[config.mk]
export PLATFORM = sky130hd
export DESIGN_NAME = dsp_dot_seq
export DESIGN_NICKNAME = d
export VERILOG_FILES = /design/src/rtl/dsp_dot_pkg.sv /design/src/rtl/dsp_dot_tokpipe.sv /design/src/rtl/dsp_dot_seq.sv
export SDC_FILE = /design/constraint.sdc
export NUM_CORES = 1
export LEC_CHECK = 0
export ABC_CLOCK_PERIOD_IN_PS = 1600
export CORE_MARGIN = 4
export CORE_UTILIZATION = 37
export DETAILED_ROUTE_END_ITERATION = 8
export GPL_ROUTABILITY_DRIVEN = 1
export HOLD_SLACK_MARGIN = 0.08
export PLACE_DENSITY = 0.76
export SETUP_SLACK_MARGIN = 0.1
export SYNTH_ARGS = -nofsm -noshare
export SYNTH_HDL_FRONTEND = slang
export SYNTH_HIERARCHICAL = 1
export SYNTH_SLANG_ARGS = --single-unit
[constraint.sdc]
create_clock -name CLK -period 1.6 [get_ports CLK]
set_clock_uncertainty 0.1 [all_clocks]
set_input_delay 0.32 -clock CLK [delete_from_list [all_inputs] [get_ports CLK]]
set_output_delay 0.32 -clock CLK [all_outputs]
set_load 0.05 [all_outputs]
[src/rtl/dsp_dot_pkg.sv]
// Shared types and default widths for the dot-product operand sequencer.
package dsp_dot_pkg;

    localparam int DEF_A_W   = 18;
    localparam int DEF_B_W   = 18;
    localparam int DEF_P_W   = 40;
    localparam int DEF_LEN_W = 8;

    typedef enum logic [1:0] {
        ST_IDLE,
        ST_ACCUM,
        ST_DRAIN,
        ST_HOLD
    } state_e;

    // Per-term token travelling alongside the slice pipeline.
    typedef struct packed {
        logic fdbk;
    } tok_t;

endpackage

[src/rtl/dsp_dot_tokpipe.sv]
// Fixed-depth valid+payload delay line with synchronous clear; busy flags any
// token still in flight.
module dsp_dot_tokpipe #(
    parameter int STAGES = 1,
    parameter int W      = 1
) (
    input  logic         clk,
    input  logic         srst,
    input  logic         in_valid,
    input  logic [W-1:0] in_data,
    output logic         out_valid,
    output logic [W-1:0] out_data,
    output logic         busy
);

    logic [STAGES-1:0] vld_reg;
    logic [W-1:0]      dat_reg [STAGES];

    always_ff @(posedge clk) begin
        if (srst) begin
            vld_reg <= '0;
            for (int i = 0; i < STAGES; i++) dat_reg[i] <= '0;
        end else begin
            for (int i = STAGES - 1; i > 0; i--) begin
                vld_reg[i] <= vld_reg[i-1];
                dat_reg[i] <= dat_reg[i-1];
            end
            vld_reg[0] <= in_valid;
            dat_reg[0] <= in_data;
        end
    end

    assign out_valid = vld_reg[STAGES-1];
    assign out_data  = dat_reg[STAGES-1];
    assign busy      = |vld_reg;

endmodule

[src/rtl/dsp_dot_seq.sv]
// Operand sequencer for a MAC slice in feedback mode: streams (a,b) terms into
// the slice and returns each vector's dot product. Optional DSP_DOT_OVF_EN
// force-terminates a vector when the term counter reaches its maximum.
module dsp_dot_seq
    import dsp_dot_pkg::*;
#(
    parameter int A_W   = DEF_A_W,
    parameter int B_W   = DEF_B_W,
    parameter int P_W   = DEF_P_W,
    parameter int LEN_W = DEF_LEN_W,
    parameter int LAT   = 2
) (
    input  logic             CLK,
    input  logic             SRST,
    input  logic             s_valid,
    output logic             s_ready,
    input  logic [A_W-1:0]   s_a,
    input  logic [B_W-1:0]   s_b,
    input  logic             s_last,
    output logic [A_W-1:0]   dsp_a,
    output logic [B_W-1:0]   dsp_b,
    output logic             dsp_in_en,
    output logic             dsp_p_en,
    output logic             dsp_fdbk_sel,
    input  logic [P_W-1:0]   dsp_p,
    output logic             m_valid,
    input  logic             m_ready,
    output logic [P_W-1:0]   m_data,
    output logic [LEN_W-1:0] m_count,
    output logic             m_ovf
);

    state_e           state_reg, state_next;
    logic [LEN_W-1:0] cnt_reg, cnt_next;
    tok_t             tok_reg;
    logic             accept, first_beat, forced, last_beat;
    logic             pipe_valid, pipe_busy, busy, capture;
    logic [0:0]       pipe_data;

    assign s_ready    = !SRST && (state_reg == ST_IDLE || state_reg == ST_ACCUM);
    assign accept     = s_valid && s_ready;
    assign first_beat = (state_reg == ST_IDLE);
    assign cnt_next   = first_beat ? LEN_W'(1) : cnt_reg + LEN_W'(1);

`ifdef DSP_DOT_OVF_EN
    assign forced = (cnt_next == {LEN_W{1'b1}}) && !s_last;
`else
    assign forced = 1'b0;
`endif
    assign last_beat = s_last || forced;

    // Tokens in the input register stage or the delay line mean P is not final yet.
    assign busy    = dsp_in_en || pipe_busy;
    assign capture = (state_reg == ST_DRAIN) && !busy;
    assign m_valid = (state_reg == ST_HOLD);

    always_comb begin
        state_next = state_reg;
        case (state_reg)
            ST_IDLE:  if (accept) state_next = last_beat ? ST_DRAIN : ST_ACCUM;
            ST_ACCUM: if (accept && last_beat) state_next = ST_DRAIN;
            ST_DRAIN: if (!busy) state_next = ST_HOLD;
            ST_HOLD:  if (m_ready) state_next = ST_IDLE;
            default:  state_next = ST_IDLE;
        endcase
    end

    always_ff @(posedge CLK) begin
        if (SRST) begin
            state_reg <= ST_IDLE;
            cnt_reg   <= '0;
            tok_reg   <= '0;
            dsp_a     <= '0;
            dsp_b     <= '0;
            dsp_in_en <= 1'b0;
            m_data    <= '0;
            m_count   <= '0;
        end else begin
            state_reg <= state_next;
            dsp_in_en <= accept;
            if (accept) begin
                dsp_a        <= s_a;
                dsp_b        <= s_b;
                tok_reg.fdbk <= !first_beat;
                cnt_reg      <= cnt_next;
            end
            if (capture) begin
                m_data  <= dsp_p;
                m_count <= cnt_reg;
            end
        end
    end

`ifdef DSP_DOT_OVF_EN
    logic ovf_reg;

    always_ff @(posedge CLK) begin
        if (SRST) begin
            ovf_reg <= 1'b0;
            m_ovf   <= 1'b0;
        end else begin
            if (accept && (first_beat || forced)) ovf_reg <= forced;
            if (capture) m_ovf <= ovf_reg;
        end
    end
`else
    assign m_ovf = 1'b0;
`endif

    // Token enters alongside dsp_in_en so it exits exactly when P must update.
    dsp_dot_tokpipe #(
        .STAGES (LAT - 1),
        .W      (1)
    ) u_tokpipe (
        .clk       (CLK),
        .srst      (SRST),
        .in_valid  (dsp_in_en),
        .in_data   (tok_reg),
        .out_valid (pipe_valid),
        .out_data  (pipe_data),
        .busy      (pipe_busy)
    );

    assign dsp_p_en     = pipe_valid;
    assign dsp_fdbk_sel = pipe_valid & pipe_data[0];

endmodule

; ---- Word-level counts from Yosys, hierarchy flattened
; Memories as Yosys holds them, arrays and structs flattened.
; Cells that the tools add are included.
[word_totals]
out_inout_bits = 90
reg_bits = 97
mem_bits_rw = 1
input_bits = 81
elab_cells = 43
n_memories = 1
[classes]
bitwise_logic = 1
add_sub_neg = 1
reduce_logical = 12
n_mux = 12
n_eq_ne = 7
[mem_list]
columns = name, words, word_bits, read_ports, rd_clocked_by_memory_dff, write_ports, line_no
row1 = u_tokpipe.dat_reg, 1, 1, 1, 0, 1, dsp_dot_tokpipe.sv:17  ; logic [W-1:0] dat_reg [STAGES];
[ops]
columns = op, n
row1 = 2-to-1 mux 2 bit, 5
row2 = adder 8 x 1 -> 8 bit (second input constant), 1
row3 = 2-to-1 mux 8 bit, 1
row4 = case mux 2 bit (4 select lines), 1
row5 = 2-to-1 mux 1 bit, 5
row6 = == test 2 bit (second input constant), 2
row7 = logical AND 1 bit, 4
row8 = != test 2 x 1 -> 1 bit (second input constant), 2
row9 = != test 2 bit (second input constant), 2
row10 = AND reduction 4 bit, 1
row11 = logical NOT 1 bit, 3
row12 = == test 2 x 1 -> 1 bit (second input constant), 1
row13 = logical NOT 2 bit, 1
row14 = logical OR 1 bit, 2
row15 = bitwise AND 1 bit, 1
row16 = OR reduction 1 bit, 1

; ---- Logic depth before layout (Yosys ltp)
; Gate-level depths: netlist (run 1).
[depth]
depth_word = 7
mapped_depth = 7

; ---- Hierarchy
; Netlist (run 1), hierarchy kept.
[modules_own_cells]
columns = module, n_inst, cells_each, area_per_inst_um2, seq_area_each_um2
row1 = dsp_dot_seq, 1, 459, 3671.0, 1921.8
row2 = dsp_dot_tokpipe, 1, 5, 60.1, 40.0

; ---- Worst setup path before layout (run 1)
; Ideal clock, no wire load.
[synth_timing]
path_type = reg2out
from = register state_reg[0]
to = output port s_ready
n_path_buf = 1
t_arrival_ps = 1574
path_stages_with_launch = 6
slack_ps = -394
path_cell_list = dfxtp_1 > inv_1 > ha_1 > buf_2 > nor2_1 > nor2_1
[synth_via]
elab_chain_cells = 3
elab_cells_between_ends = 4
[synth_rtl]
columns = item, line_no
row1 = start: declaration, dsp_dot_seq.sv:33  ; state_e state_reg, state_next;
row2 = start signal: assignment, dsp_dot_seq.sv:79  ; state_reg <= state_next;
row3 = == test 2 x 1 -> 1 bit or logical NOT 2 bit (tied branches), dsp_dot_seq.sv:40  ; assign s_ready = !SRST && (state_reg == ST_IDLE || state_reg == ST_ACCUM);
row4 = logical OR 1 bit *, dsp_dot_seq.sv:40
row5 = logical AND 1 bit *, dsp_dot_seq.sv:40
row6 = end: declaration, dsp_dot_seq.sv:16  ; output logic s_ready,
; Mark *: on every way between the ends. The rest lies on a longest branch, timed or not.

; ---- Worst setup path in the final report (run 1)
[layout_timing]
from = register state_reg[0]
to = register m_data[14]
[layout_via]
elab_chain_cells = 2
[layout_rtl]
columns = item, line_no
row1 = == test 2 bit, dsp_dot_seq.sv:54  ; assign capture = (state_reg == ST_DRAIN) && !busy;
row2 = logical AND 1 bit, dsp_dot_seq.sv:54
row3 = end signal: assignment, dsp_dot_seq.sv:88  ; m_data <= dsp_p;
row4 = end: declaration, dsp_dot_seq.sv:28  ; output logic [P_W-1:0] m_data,
; Every way passes these cells.
; A chain may end at the register's enable or synchronous reset.

==> results of run 1 <==
[layer usage]
| metal | routed length (µm) | vias to the layer above | track usage [%] |
|---|---|---|---|
| met3 | 1810 | 94 | 8.42 |
| li1 | - | 1966 | - |
| met5 | 0 | - | 0 |
| met1 | 6870 | 2157 | 28.5 |
| met2 | 9580 | 277 | 47.0 |
| met4 | 1080 | 0 | 13.3 |
[cell type report]
| type | count | area share, % |
|---|---|---|
| clock buffer | 11 | 1.65 |
| clock inverter | 5 | 0.980 |
| inverter | 3 | 0.190 |
| multi-input combinational | 334 | 31.9 |
| sequential | 98 | 23.1 |
| tap | 133 | 1.95 |
| timing repair buffer | 229 | 40.2 |
[worst register-to-register path, cell delays in order, from the launching register on]
cell	delay, ns
sky130_fd_sc_hd__dfxtp_4	0.38
sky130_fd_sc_hd__inv_4	0.08
sky130_fd_sc_hd__ha_4	0.17
sky130_fd_sc_hd__nor3b_4	0.24
sky130_fd_sc_hd__buf_6	0.14
sky130_fd_sc_hd__buf_8	0.12
sky130_fd_sc_hd__buf_12	0.12
sky130_fd_sc_hd__buf_16	0.16
sky130_fd_sc_hd__nand2_4	0.06
sky130_fd_sc_hd__a21oi_2	0.16
[logic make-up after synthesis]
| kind of cell | count (synthesis) | synth area share, % |
|---|---|---|
| simple gates | 211 | 24.0 |
| compound gates | 109 | 15.9 |
| flops | 98 | 52.6 |
| buf+inv | 39 | 5.50 |
| fa+ha+maj | 5 | 1.68 |
| mux | 1 | 0.268 |
| other cells | 1 | 0.101 |
[power breakdown]
part	total, mW	switching (mW)	internal (mW)
combinational	6.90	3.53	3.36
sequential	3.39	0.559	2.83
clock	1.88	0.940	0.937
total	12.2	5.03	7.13
[worst max path at each step]
stage,startpoint,to,slack [ns],cells past startpoint
floorplan,state_reg[0],m_data[26],0.05,7
finish,state_reg[0],m_data[14],-0.19,9
global placement,s_valid,cnt_reg[5],-0.18,5
CTS,state_reg[0],s_ready,-0.13,5
global route,state_reg[0],m_data[8],-0.23,9
detailed placement,s_valid,state_reg[0],-0.28,5
[synth_stat cells (2+ instances only)]
library cell / number
sky130_fd_sc_hd__nand3_1: 4
sky130_fd_sc_hd__buf_6: 2
sky130_fd_sc_hd__inv_1: 3
sky130_fd_sc_hd__a41oi_1: 2
sky130_fd_sc_hd__nand2b_1: 3
sky130_fd_sc_hd__nand3b_1: 2
sky130_fd_sc_hd__a21oi_1: 89
sky130_fd_sc_hd__nand2_1: 172
sky130_fd_sc_hd__buf_4: 4
sky130_fd_sc_hd__nor2_1: 6
sky130_fd_sc_hd__ha_1: 5
sky130_fd_sc_hd__a31oi_1: 2
sky130_fd_sc_hd__buf_2: 14
sky130_fd_sc_hd__o21ai_0: 4
sky130_fd_sc_hd__nand4b_1: 2
sky130_fd_sc_hd__and3_1: 2
sky130_fd_sc_hd__or3_1: 2
sky130_fd_sc_hd__clkbuf_1: 14
sky130_fd_sc_hd__nor2b_1: 5
sky130_fd_sc_hd__dfxtp_1: 98
sky130_fd_sc_hd__a211oi_1: 2
[timing repair]
item / 4_1_cts / 5_1_grt
buffers inserted: 19 / 13
hold endpoints to repair: 1 / 1
resized for setup: 150 / 178
setup endpoints to repair: 97 / 98
gates cloned: 14 / 3
hold buffers: 1 / 1
pin swaps: 81 / 122
[stage by stage]
step           setup TNS (ns)  worst slack [ns]
6_report                -9.73            -0.194
4_1_cts                 -4.08            -0.130
2_1_floorplan               0            0.0505
5_1_grt                -13.55            -0.229
3_5_place_dp            -8.53            -0.284
3_3_place_gp            -5.98            -0.185
==> results.json, run 1 <==
{
  "cts_buffer_depth": 2,
  "route.detailed.vias_per_inst": 5.53,
  "ctsRootBufferMaster": "sky130_fd_sc_hd__clkbuf_8",
  "layout.cells.most_common": "sky130_fd_sc_hd__buf_12",
  "routed_wire_length_per_instance_um": 23.8,
  "cpMaxStageDelayCell": "sky130_fd_sc_hd__dfxtp_4",
  "grt_use_total_pct": 26.6,
  "antenna_cells": 0,
  "layout.area.seq_um2": 1980,
  "cts_buffers": 9,
  "maximum_net_fanout_on_the_critical_path": 8,
  "route.detailed.drc": 0,
  "largest_register_ff_count": 40,
  "netlist_top_cells_area": "sky130_fd_sc_hd__dfxtp_1, sky130_fd_sc_hd__nand2_1, sky130_fd_sc_hd__a21oi_1",
  "post_synth_instance_area_um2": 3730,
  "cts.sinks": 98,
  "synth_seq_area_share_pct": 52.6,
  "first_pass_grt_wire_length_mm": 24.1,
  "vdd_drop_max_v": 0.000862,
  "cts-htree-levels": 3,
  "worst_hold_path_type": "primary input to register",
  "yosysWarningCount": 6,
  "io-pin-count": 171,
  "place_area_um2": 6540,
  "path_cells": "inv_4 -> ha_4 -> nor3b_4 -> buf_6 -> buf_8 -> buf_12 -> buf_16 -> nand2_4 -> a21oi_2",
  "cp_top_family": "buffers and inverters",
  "power.static_leakage_nw": 3.44,
  "worst_path_largest_cell_delay_ns": 0.38,
  "largest_net_degree_at_the_start_of_global_routing": 98,
  "dp.cells": 749,
  "transition_at_the_pin_with_the_smallest_max_transition_slack_ns": 0.701,
  "place.detailed.hpwl_mm": 8.36,
  "reg2regPathDepth": 9,
  "whs_path_depth": 3,
  "unrepaired_setup_endpoints_after_global_routing": "true",
  "syn_to_final_growth_pct": 129,
  "timing.final.setup_violations": 95,
  "routed_wirelength_mm": 19.3,
  "port_buffers": 169,
  "critical_path_required_ns": 1.78,
  "place.gp.congestion": 0.806,
  "drt_first_iter_violations": 377,
  "insertion_delay_ns": 0.36,
  "worst-endpoint-arrival_ns": 1.98,
  "finalPower_mw": 12.2,
  "die_h_um": 108,
  "tritoncts": "done",
  "die_area_um2": 11800,
  "ant_nets": 0,
  "synth_cells": 464,
  "timing.setup.critical_path_class": "register to register",
  "timing.hold.ws_ns": 0.248,
  "run_status": "finished, violations left",
  "reg2reg_to": "m_data[14]",
  "synth_flop_cell": "sky130_fd_sc_hd__dfxtp_1",
  "max_cap_violations": 0,
  "synth_top_cell_by_area": "sky130_fd_sc_hd__dfxtp_1",
  "synth_edf_count": 0,
  "multi_input_comb_area_um2": 2730,
  "die_w_um": 108,
  "maxSlewViolCount": 0,
  "largest_registers_ranked_by_flip_flop_count": "m_data: 40 flops, dsp_a: 18 flops, dsp_b: 18 flops",
  "starting_density_of_the_core_pct": 38.0,
  "post_route_insts_no_fill": 813,
  "layout_min_cycle_time_ns": 1.79,
  "finalHoldViolations": 0,
  "core.rowCount": 36,
  "drive_gt1_share_pct": 57.4,
  "postSynth.asyncResetShare_pct": 0,
  "grt_antenna_before_repair": 0,
  "cp_num_buf_inv": 5,
  "registers.top_by_ff_count": "m_data",
  "drt_pass1_iterations": 5,
  "fmaxAchievable_mhz": 557,
  "crit-reg2reg-launch": "state_reg[0]",
  "num-nets-final": 761,
  "clk_pin_slew_worst_paths_ns": 0.10,
  "util_after_layout_pct": 87.1,
  "post-route-cell-area_um2": 8550,
  "finalCritPeriodShare_pct": 112,
  "timing.slew.headroom_pct": 53.3,
  "timing.hold.worst_endpoint": "state_reg[1]",
  "element_type_at_the_critical_path_end": "register",
  "globalRouteOverflowTotal": 0,
  "grt_pass1_vias": 4424,
  "synth.avg_cell_area_um2": 8.04,
  "power.density_nw_per_um2": 1420,
  "ff2ff_setup_slack_ns": -0.19,
  "synthDominantCellAreaShare_pct": 52.6,
  "startpoint_type": "register",
  "num_vias": 4494,
  "postSynthNetCount": 550,
  "fp.coreArea_um2": 9820,
  "holdCritStartpoint": "SRST",
  "violated_checks": "setup timing",
  "most-common-layout-cells": "sky130_fd_sc_hd__buf_12, sky130_fd_sc_hd__dfxtp_1, sky130_fd_sc_hd__a21oi_2",
  "netlist-cell-type-count": 48,
  "timing.final.ws_setup_ns": -0.194,
  "postSynthRegisterBits": 98,
  "layout.filler_cells": 376
}
Power figures use the tool's default switching activity.
==> run 2, diff against run 1 <==
--- a/config.mk
+++ b/config.mk
@@ -6,6 +6,7 @@
 export NUM_CORES = 1
 export LEC_CHECK = 0
 export ABC_CLOCK_PERIOD_IN_PS = 1600
+export CORE_ASPECT_RATIO = 0.9
 export CORE_MARGIN = 4
 export CORE_UTILIZATION = 37
 export DETAILED_ROUTE_END_ITERATION = 8
==> run 2 against run 1 <==
The flow still finishes with violations (setup timing); combinational power is 7.7% lower; first-iteration DRC count is 27% lower; die area hardly changed; sequential share of layout area is 1.1 points higher; critical path depth is 1 lower; sequential power is 1% lower; power is 7.8% lower.
==> results.json, run 2 (synthesis results as in run 1) <==
{
  "run_status": "finished, violations left",
  "violated_checks": "setup timing",
  "place.gp.congestion": 0.865,
  "route.detailed.vias_per_inst": 5.22,
  "num_vias": 4163,
  "power.static_leakage_nw": 3.24,
  "tritoncts": "done",
  "place.detailed.hpwl_mm": 8.18,
  "finalCritPeriodShare_pct": 109,
  "timing.slew.headroom_pct": 61.1,
  "critical_path_required_ns": 1.78,
  "cts.sinks": 98,
  "timing.final.setup_violations": 58,
  "detailedPlace.worstSlack_ns": -0.317,
  "worst_hold_path_type": "primary input to register",
  "transition_at_the_pin_with_the_smallest_max_transition_slack_ns": 0.584,
  "maxSlewViolCount": 0,
  "starting_density_of_the_core_pct": 38.3,
  "first_pass_grt_wire_length_mm": 18.5,
  "unrepaired_setup_endpoints_after_global_routing": "true",
  "layout_min_cycle_time_ns": 1.74,
  "cpMaxStageDelayCell": "sky130_fd_sc_hd__dfxtp_4",
  "grt_pass1_vias": 3804,
  "startpoint_type": "register",
  "antenna_cells": 0,
  "max_cap_violations": 0,
  "die_area_um2": 11800,
  "element_type_at_the_critical_path_end": "register",
  "power.density_nw_per_um2": 1380,
  "grt_antenna_before_repair": 0,
  "drt_first_iter_violations": 275,
  "routed_wire_length_per_instance_um": 19.6,
  "most-common-layout-cells": "sky130_fd_sc_hd__buf_12, sky130_fd_sc_hd__dfxtp_1, sky130_fd_sc_hd__nand2_1",
  "largest_register_ff_count": 40,
  "cp_num_buf_inv": 4,
  "clk_pin_slew_worst_paths_ns": 0.10,
  "io-pin-count": 171,
  "syn_to_final_growth_pct": 118,
  "cts_buffer_depth": 2,
  "num-nets-final": 754,
  "globalRouteOverflowTotal": 0,
  "port_buffers": 169,
  "largest_registers_ranked_by_flip_flop_count": "m_data: 40 flops, dsp_a: 18 flops, dsp_b: 18 flops",
  "drive_gt1_share_pct": 49.6,
  "routed_wirelength_mm": 15.6,
  "insertion_delay_ns": 0.35,
  "grt_use_total_pct": 19.5,
  "path_cells": "inv_4 -> buf_6 -> ha_4 -> nor3b_4 -> buf_8 -> clkbuf_16 -> nand2_1 -> a21oi_1",
  "ant_nets": 0,
  "fp.coreArea_um2": 9740,
  "cts_hold_bufs": 0,
  "fmaxAchievable_mhz": 575,
  "timing.setup.critical_path_class": "register to register",
  "worst-endpoint-arrival_ns": 1.92,
  "cts_buffers": 9,
  "die_h_um": 103,
  "core.rowCount": 34,
  "maximum_net_fanout_on_the_critical_path": 8,
  "drt_pass1_iterations": 5,
  "layout.cells.most_common": "sky130_fd_sc_hd__buf_12",
  "worst_path_largest_cell_delay_ns": 0.38,
  "die_w_um": 114,
  "registers.top_by_ff_count": "m_data",
  "route.detailed.drc": 0,
  "finalHoldViolations": 0,
  "cts-htree-levels": 3,
  "ctsRootBufferMaster": "sky130_fd_sc_hd__clkbuf_8",
  "timing.final.ws_setup_ns": -0.139,
  "cp_top_family": "buffers and inverters",
  "largest_net_degree_at_the_start_of_global_routing": 49,
  "vdd_drop_max_v": 0.000776,
  "setup_total_negative_slack_ns": -3.31
}
[run 2: per-stage QoR]
stage	utilization [%]	power, mW	instance area [µm²]	hold WS [ns]	instances
after global placement	67.0	7.58	6530	0.361	742
after CTS	71.4	9.58	6960	0.248	773
after floorplan	-	5.51	3820	0.292	464
after detailed placement	67.0	7.69	6530	0.361	742
after global routing	83.5	11.6	8140	0.275	798
final	83.5	11.2	8140	0.270	798
[run 2: tightest hold or removal path, stage by stage]
cell and delay, ns:
sky130_fd_sc_hd__buf_4 0.08, sky130_fd_sc_hd__buf_4 0.22, sky130_fd_sc_hd__a211oi_1 0.06
[run 2: worst paths after layout]
kind | start | endpoint | slack (ns) | cells past startpoint
worst max register to register | state_reg[0] | m_data[25] | -0.14 | 8
worst max-delay path | state_reg[0] | m_data[25] | -0.14 | 8
worst min-delay path | SRST | tok_reg | 0.27 | 3
worst min register to register | tok_reg | u_tokpipe/dat_reg[0] | 0.38 | 1
[run 2: what timing repair did]
action | in CTS | in global routing
resized for setup | 18 | 227
setup buffers | 12 | 6
endpoints found under the setup margin | 95 | 98
endpoints found under the hold margin | 0 | 0
gates cloned | 4 | 20
pin swaps | 35 | 114
[run 2: power by group]
| part | leakage, nW | switching [mW] | internal (mW) |
|---|---|---|---|
| sequential | 0.801 | 0.524 | 2.82 |
| combinational | 2.35 | 3.22 | 3.16 |
| clock | 0.0840 | 0.911 | 0.577 |
[run 2: per-layer routing]
layer	global-route usage, %	up-vias	part of all wire (%)
met1	21.7	1997	36
met5	0	-	0
met2	35.2	197	54
li1	-	1947	-
met4	5.94	0	1.5
met3	7.10	22	7.9
[run 2: area by class of cell]
class / instances / area, µm²
clock inverters: 6 / 48.8
multi-input cells: 332 / 2460
inverters: 3 / 16.3
well taps: 126 / 158
repair buffers: 224 / 3350
clock buffers: 9 / 124
flip-flops and latches: 98 / 1970
fillers: 489 / 1600
